File: src/rtl/cache_control_pkg.sv
// Shared types for the LC-3b L1 cache controller: address-field widths,
// datapath mux select encodings, controller states and victim selection.
package lc3b_ctypes;

  localparam int CTAG_W    = 9;
  localparam int CINDEX_W  = 3;
  localparam int COFFSET_W = 4;

  typedef logic [CTAG_W-1:0]    lc3b_ctag;
  typedef logic [CINDEX_W-1:0]  lc3b_cindex;
  typedef logic [COFFSET_W-1:0] lc3b_coffset;

  typedef enum logic {
    INMUX_PMEM = 1'b0,
    INMUX_CPU  = 1'b1
  } inmux_sel_t;

  typedef enum logic {
    HITMUX_WAY1 = 1'b0,
    HITMUX_WAY0 = 1'b1
  } hitmux_sel_t;

  typedef enum logic {
    PADDR_CPU    = 1'b0,
    PADDR_VICTIM = 1'b1
  } pmem_addr_sel_t;

  typedef enum logic [1:0] {
    IDLE      = 2'd0,
    WRITEBACK = 2'd1,
    FILL      = 2'd2
  } cache_state_t;

  // Empty ways are filled before anything valid is evicted; way 0 first.
  function automatic logic pick_victim(input logic valid0, input logic valid1,
                                       input logic lru);
    if (!valid0) return 1'b0;
    if (!valid1) return 1'b1;
    return lru;
  endfunction

  function automatic hitmux_sel_t way_to_hitmux(input logic way);
    return way ? HITMUX_WAY1 : HITMUX_WAY0;
  endfunction

endpackage

File: src/rtl/cache_control_perf_counter.sv
// Saturating event counter: counts i_inc pulses, sticks at all-ones,
// clears on asynchronous reset.
module cache_perf_counter
  #(parameter int CNT_WIDTH = 16)
  (
    input  logic                 clk,
    input  logic                 rst,
    input  logic                 i_inc,
    output logic [CNT_WIDTH-1:0] o_count
  );

  logic [CNT_WIDTH-1:0] r_count;
  logic                 w_sat;

  assign w_sat   = &r_count;
  assign o_count = r_count;

  always_ff @(posedge clk or posedge rst) begin
    if (rst) begin
      r_count <= '0;
    end else if (i_inc && !w_sat) begin
      r_count <= r_count + CNT_WIDTH'(1);
    end
  end

endmodule

File: src/rtl/cache_control.sv
// Control FSM for the 2-way set-associative LC-3b L1 cache: hit/miss detection,
// array write enables, dirty-victim writeback and line fill, event counters.
module cache_control
  import lc3b_ctypes::*;
  #(parameter int CNT_WIDTH = 16)
  (
    input  logic                 clk,
    input  logic                 reset,
    input  logic                 mem_read,
    input  logic                 mem_write,
    input  logic [15:0]          mem_address,
    output logic                 mem_resp,
    input  logic                 hit0,
    input  logic                 hit1,
    input  logic                 valid_out0,
    input  logic                 valid_out1,
    input  logic                 dirty_out0,
    input  logic                 dirty_out1,
    input  logic                 lru_out,
    output logic [8:0]           cache_tag,
    output logic [2:0]           cache_index,
    output logic [3:0]           cache_offset,
    output logic                 inmux_sel,
    output logic                 hitmux_sel,
    output logic                 pmem_addr_sel,
    output logic                 data0_write,
    output logic                 data1_write,
    output logic                 tag0_write,
    output logic                 tag1_write,
    output logic                 valid0_write,
    output logic                 valid1_write,
    output logic                 dirty0_write,
    output logic                 dirty1_write,
    output logic                 lru_write,
    output logic                 lru_bit,
    output logic                 valid_bit,
    output logic                 dirty_bit,
    output logic                 pmem_read,
    output logic                 pmem_write,
    input  logic                 pmem_resp,
    output logic [CNT_WIDTH-1:0] hit_count,
    output logic [CNT_WIDTH-1:0] miss_count,
    output logic [CNT_WIDTH-1:0] wb_count,
    output logic [1:0]           dbg_state
  );

  // Handshakes: the CPU holds mem_read/mem_write until the single-cycle
  // mem_resp; the controller holds pmem_read/pmem_write until pmem_resp.
  // pmem_resp outside WRITEBACK/FILL is ignored.

  lc3b_ctag     w_tag;
  lc3b_cindex   w_index;
  lc3b_coffset  w_offset;

  cache_state_t r_state;
  cache_state_t w_state_next;
  logic         r_victim;

  logic w_req;
  logic w_is_write;
  logic w_hit0;
  logic w_hit1;
  logic w_any_hit;
  logic w_victim;
  logic w_victim_dirty;
  logic w_hit_inc;
  logic w_miss_inc;
  logic w_wb_inc;

  assign w_tag        = mem_address[15:7];
  assign w_index      = mem_address[6:4];
  assign w_offset     = mem_address[3:0];
  assign cache_tag    = w_tag;
  assign cache_index  = w_index;
  assign cache_offset = w_offset;

  assign w_req      = mem_read | mem_write;
  assign w_is_write = mem_write;
  assign w_hit0     = hit0 & valid_out0;
  assign w_hit1     = hit1 & valid_out1;
  assign w_any_hit  = w_hit0 | w_hit1;

  assign w_victim       = pick_victim(valid_out0, valid_out1, lru_out);
  assign w_victim_dirty = w_victim ? (valid_out1 & dirty_out1)
                                   : (valid_out0 & dirty_out0);

  assign dbg_state = r_state;

  always_ff @(posedge clk or posedge reset) begin
    if (reset) begin
      r_state  <= IDLE;
      r_victim <= 1'b0;
    end else begin
      r_state <= w_state_next;
      if (w_miss_inc) begin
        r_victim <= w_victim;
      end
    end
  end

  always_comb begin
    w_state_next  = r_state;
    mem_resp      = 1'b0;
    inmux_sel     = INMUX_PMEM;
    hitmux_sel    = HITMUX_WAY1;
    pmem_addr_sel = PADDR_CPU;
    data0_write   = 1'b0;
    data1_write   = 1'b0;
    tag0_write    = 1'b0;
    tag1_write    = 1'b0;
    valid0_write  = 1'b0;
    valid1_write  = 1'b0;
    dirty0_write  = 1'b0;
    dirty1_write  = 1'b0;
    lru_write     = 1'b0;
    lru_bit       = 1'b0;
    valid_bit     = 1'b0;
    dirty_bit     = 1'b0;
    pmem_read     = 1'b0;
    pmem_write    = 1'b0;
    w_hit_inc     = 1'b0;
    w_miss_inc    = 1'b0;
    w_wb_inc      = 1'b0;

    case (r_state)
      IDLE: begin
        if (w_req && w_any_hit) begin
          // Way 0 wins if the datapath ever reports a double hit.
          mem_resp   = 1'b1;
          hitmux_sel = w_hit0 ? HITMUX_WAY0 : HITMUX_WAY1;
          lru_write  = 1'b1;
          lru_bit    = w_hit0;
          w_hit_inc  = 1'b1;
          if (w_is_write) begin
            inmux_sel    = INMUX_CPU;
            dirty_bit    = 1'b1;
            data0_write  = w_hit0;
            dirty0_write = w_hit0;
            data1_write  = !w_hit0;
            dirty1_write = !w_hit0;
          end
        end else if (w_req) begin
          w_miss_inc   = 1'b1;
          w_state_next = w_victim_dirty ? WRITEBACK : FILL;
        end
      end

      WRITEBACK: begin
        pmem_write    = 1'b1;
        pmem_addr_sel = PADDR_VICTIM;
        hitmux_sel    = way_to_hitmux(r_victim);
        if (pmem_resp) begin
          w_wb_inc     = 1'b1;
          w_state_next = FILL;
        end
      end

      FILL: begin
        pmem_read     = 1'b1;
        pmem_addr_sel = PADDR_CPU;
        inmux_sel     = INMUX_PMEM;
        if (pmem_resp) begin
          valid_bit    = 1'b1;
          dirty_bit    = 1'b0;
          data0_write  = !r_victim;
          tag0_write   = !r_victim;
          valid0_write = !r_victim;
          dirty0_write = !r_victim;
          data1_write  = r_victim;
          tag1_write   = r_victim;
          valid1_write = r_victim;
          dirty1_write = r_victim;
          w_state_next = IDLE;
        end
      end

      default: begin
        w_state_next = IDLE;
      end
    endcase
  end

  cache_perf_counter #(.CNT_WIDTH(CNT_WIDTH)) u_hit_cnt (
    .clk     (clk),
    .rst     (reset),
    .i_inc   (w_hit_inc),
    .o_count (hit_count)
  );

  cache_perf_counter #(.CNT_WIDTH(CNT_WIDTH)) u_miss_cnt (
    .clk     (clk),
    .rst     (reset),
    .i_inc   (w_miss_inc),
    .o_count (miss_count)
  );

  cache_perf_counter #(.CNT_WIDTH(CNT_WIDTH)) u_wb_cnt (
    .clk     (clk),
    .rst     (reset),
    .i_inc   (w_wb_inc),
    .o_count (wb_count)
  );

endmodule

File: config.mk
export PLATFORM = sky130hd
export DESIGN_NAME = cache_control
export DESIGN_NICKNAME = d
export VERILOG_FILES = /design/src/rtl/cache_control_pkg.sv /design/src/rtl/cache_control_perf_counter.sv /design/src/rtl/cache_control.sv
export SDC_FILE = /design/constraint.sdc
export NUM_CORES = 1
export LEC_CHECK = 0
export CORE_AREA = 2 2 106 108
export CTS_CLUSTER_DIAMETER = 100
export DETAILED_ROUTE_END_ITERATION = 10
export DIE_AREA = 0 0 108 110
export SYNTH_ARGS = -nofsm -noshare
export SYNTH_HDL_FRONTEND = slang
export SYNTH_SLANG_ARGS = --single-unit
export TNS_END_PERCENT = 1
File: constraint.sdc
create_clock -name clk -period 1.8 [get_ports clk]
set_input_delay 0.18 -clock clk [delete_from_list [all_inputs] [get_ports clk]]
set_output_delay 0.18 -clock clk [all_outputs]
set_load 0.01 [all_outputs]
==> run metrics <==
worst-path fanout max 4; Worst-Skew Late Latency 0.31 ns; antenna violations before repair 0; Clock Path Buffers 2; FFs w/ async S/R, synth 1.00; Vias/cell 4.51; CTS tree built; number of DRC markers in iteration 0 59; clk sinks 51; most frequent cells in the layout clkdlybuf4s50_1 (62), buf_4 (54), dfrtp_1 (51); Hold Buf Count CTS 0; detailed-route via count 2380; Worst Skew 0.00351 ns; global-route wire length before repair 11800 um; synth unique cells 44; DPL Wire Length 5400 um; period utilization 1.02; Die Height 110 um; Tmin final 1.83 ns; met1 Track Usage GR 0.160; Final WS setup -0.0304 ns; Mapped Avg Cell Area 10.2 um2; drt total wl 7300 um; Area Growth Syn to Fin 50.5%; Nets 418; IO Port Bufs 79; Clock Root Buffer clkbuf_8; Finished Cell Area 0.00413 mm2; Synth Flop Type dfrtp_1; RSZ-0062 raised after global routing yes; failing checks setup timing; register area share after synthesis 0.465; Worst Tran Pin Value 0.413 ns; Cell Rows 38; Max Clk Rate 546 MHz; critical-path cell list clkdlybuf4s50_1, nor2_1, buf_4, nor4_4, o31ai_4, nor4_1, xor2_1; die extent in x 108 um; headroom to the max-slew limit 0.724; io pins 112; total die area 0.0119 mm2; Clk pin slew, worst setup/hold paths 0.10 ns; pwr dens 969 mW/mm2; yosys warns 0; RD Place Congestion 0.808; Final Hold Fails 0; Worst Path Arrival 2.07 ns; EDFF count, synth 0; Total GRT Usage 0.126; Hold Path Class in -> async; H-tree levels 2; effective utilization at floorplan 0.256; GR Overflow Total 0; layout cells sized above 1 0.271; commonest non-fill, non-tap cell in the layout clkdlybuf4s50_1; setup TNS -0.0863 ns; Post-Synthesis Cells 270; delay of the slowest cell on the worst path 0.53 ns; Antenna Nets Post-Route 0; Core Region 0.0107 mm2; GRT busiest layer met2; placed cell areas 0.00392 mm2; Post-Syn Area 0.00274 mm2; Max Slew Vio Count 0; peak supply drop 0.578 mV; standby leakage power 1.90 nW; WS Path Type in -> reg; vias in the first global route 2462; Required @ worst endpoint 2.04 ns; Setup violations, final 3; met2 Use GR 0.205; crit end category flop; largest net degree at the start of global routing 33; status finished, violations left; Post-route DRC 0; TritonCTS buffer count 5; Antenna Diode Count 0; Synthesized Nets 301; Crit-path slowest cell clkdlybuf4s50_1; DR pass1 iterations 4; Setup crit start kind input port; total of max-cap violations 0; GR Util met3 0.0394; Yosys reg bits 51; DR WL/cell 13.8 um
## critical path, delay by kind of cell
family          cells  cell delay, ns
xor+xnor            1            0.20
buf+inv             2            0.70
compound gates      1            0.16
simple gates        3            0.83
## cells in the mapped netlist, types with 2 or more instances
cell type  count  share of area
a21o_1         2         0.0055
a21oi_1        5         0.0091
and2_1         2         0.0046
and3_1         6          0.014
buf_4         23          0.063
dfrtp_1       51           0.47
ha_1           3          0.014
inv_1          9          0.012
mux2_2         4          0.016
nand2_1       21          0.029
nand2b_1       2         0.0046
nand3_1       19          0.035
nand3b_1       3         0.0082
nand4_1       15          0.034
nor2_1        22          0.030
nor3_1         8          0.015
nor3_2         3          0.011
nor4_1         3         0.0068
nor4_4         3          0.023
o21ai_0        2         0.0036
o22ai_1        2         0.0046
xnor2_1       20          0.064
xor2_1        21          0.067
## final timing paths
kind                                        from                endpoint  slack [ns]  cells past startpoint
hold / removal                             reset            dbg_state[1]        0.22                      3
setup / recovery                       mem_write  u_miss_cnt.o_count[15]       -0.03                      7
setup reg to reg                    dbg_state[0]  u_miss_cnt.o_count[15]       -0.02                      5
hold reg to reg            u_hit_cnt.o_count[15]   u_hit_cnt.o_count[15]        0.51                      1
min in group clk                  mem_address[5]          cache_index[1]        0.36                      0
max in group asynchronous                  reset    u_hit_cnt.o_count[0]        1.22                      3
## through the flow
| stage | hold slack (ns) | std cells | utilization | total power [mW] | setup slack [ns] |
|---|---|---|---|---|---|
| 5_1_grt | 0.246 | 528 | 0.386 | 4.28 | -0.158 |
| 6_report | 0.218 | 528 | 0.386 | 4.00 | -0.0304 |
| 3_3_place_gp | 0.360 | 517 | 0.367 | 3.22 | -0.379 |
| 3_5_place_dp | 0.360 | 517 | 0.367 | 3.24 | -0.405 |
| 4_1_cts | 0.217 | 528 | 0.378 | 4.00 | -0.149 |
| 2_1_floorplan | 0.269 | 270 | - | 2.27 | 0.0267 |
## sequential cells by signal, summed over array words and instances, names as in the netlist
register	flops
u_hit_cnt.o_count	16
u_miss_cnt.o_count	16
u_wb_cnt.o_count	16
dbg_state	2
r_victim	1
## final cells by class
| class | instances | area [um2] |
|---|---|---|
| clock buffer | 5 | 68.8 |
| fill | 1106 | 6570 |
| multi-input combinational | 184 | 1340 |
| timing repair buffer | 136 | 1210 |
| tap | 140 | 175 |
| clock inverter | 3 | 23.8 |
| sequential | 51 | 1280 |
| inverter | 9 | 33.8 |
## report_power, final
group / internal, mW / switching, mW / leakage (nW)
Clock: 0.282 / 0.434 / 0.0461
Sequential: 1.33 / 0.152 / 0.672
Combinational: 1.00 / 0.806 / 1.18
Total: 2.61 / 1.39 / 1.90
## cells by family (layout without fill, tap and decap cells)
kind of cell | Yosys count | after routing | share of synthesized area
buf+inv | 35 | 153 | 0.0825
flops | 51 | 51 | 0.465
simple gates | 116 | 116 | 0.239
xor+xnor | 41 | 41 | 0.131
mux | 4 | 4 | 0.0164
compound gates | 20 | 20 | 0.0520
fa+ha+maj | 3 | 3 | 0.0137
## metal layers
metal / share of wire / vias to the layer above
met3: 0.063 / 11
met1: 0.44 / 1160
li1: - / 1142
met2: 0.49 / 67
met4: 0.012 / 0
met5: 0 / -
## what timing repair did
item,4_1_cts,5_1_grt
gates cloned,0,0
gates resized for setup,33,30
pin swaps,2,4
setup buffers,3,0
setup endpoints to repair,20,39
hold endpoints to repair,0,0
Note: power is estimated with default switching activity, not from simulation.
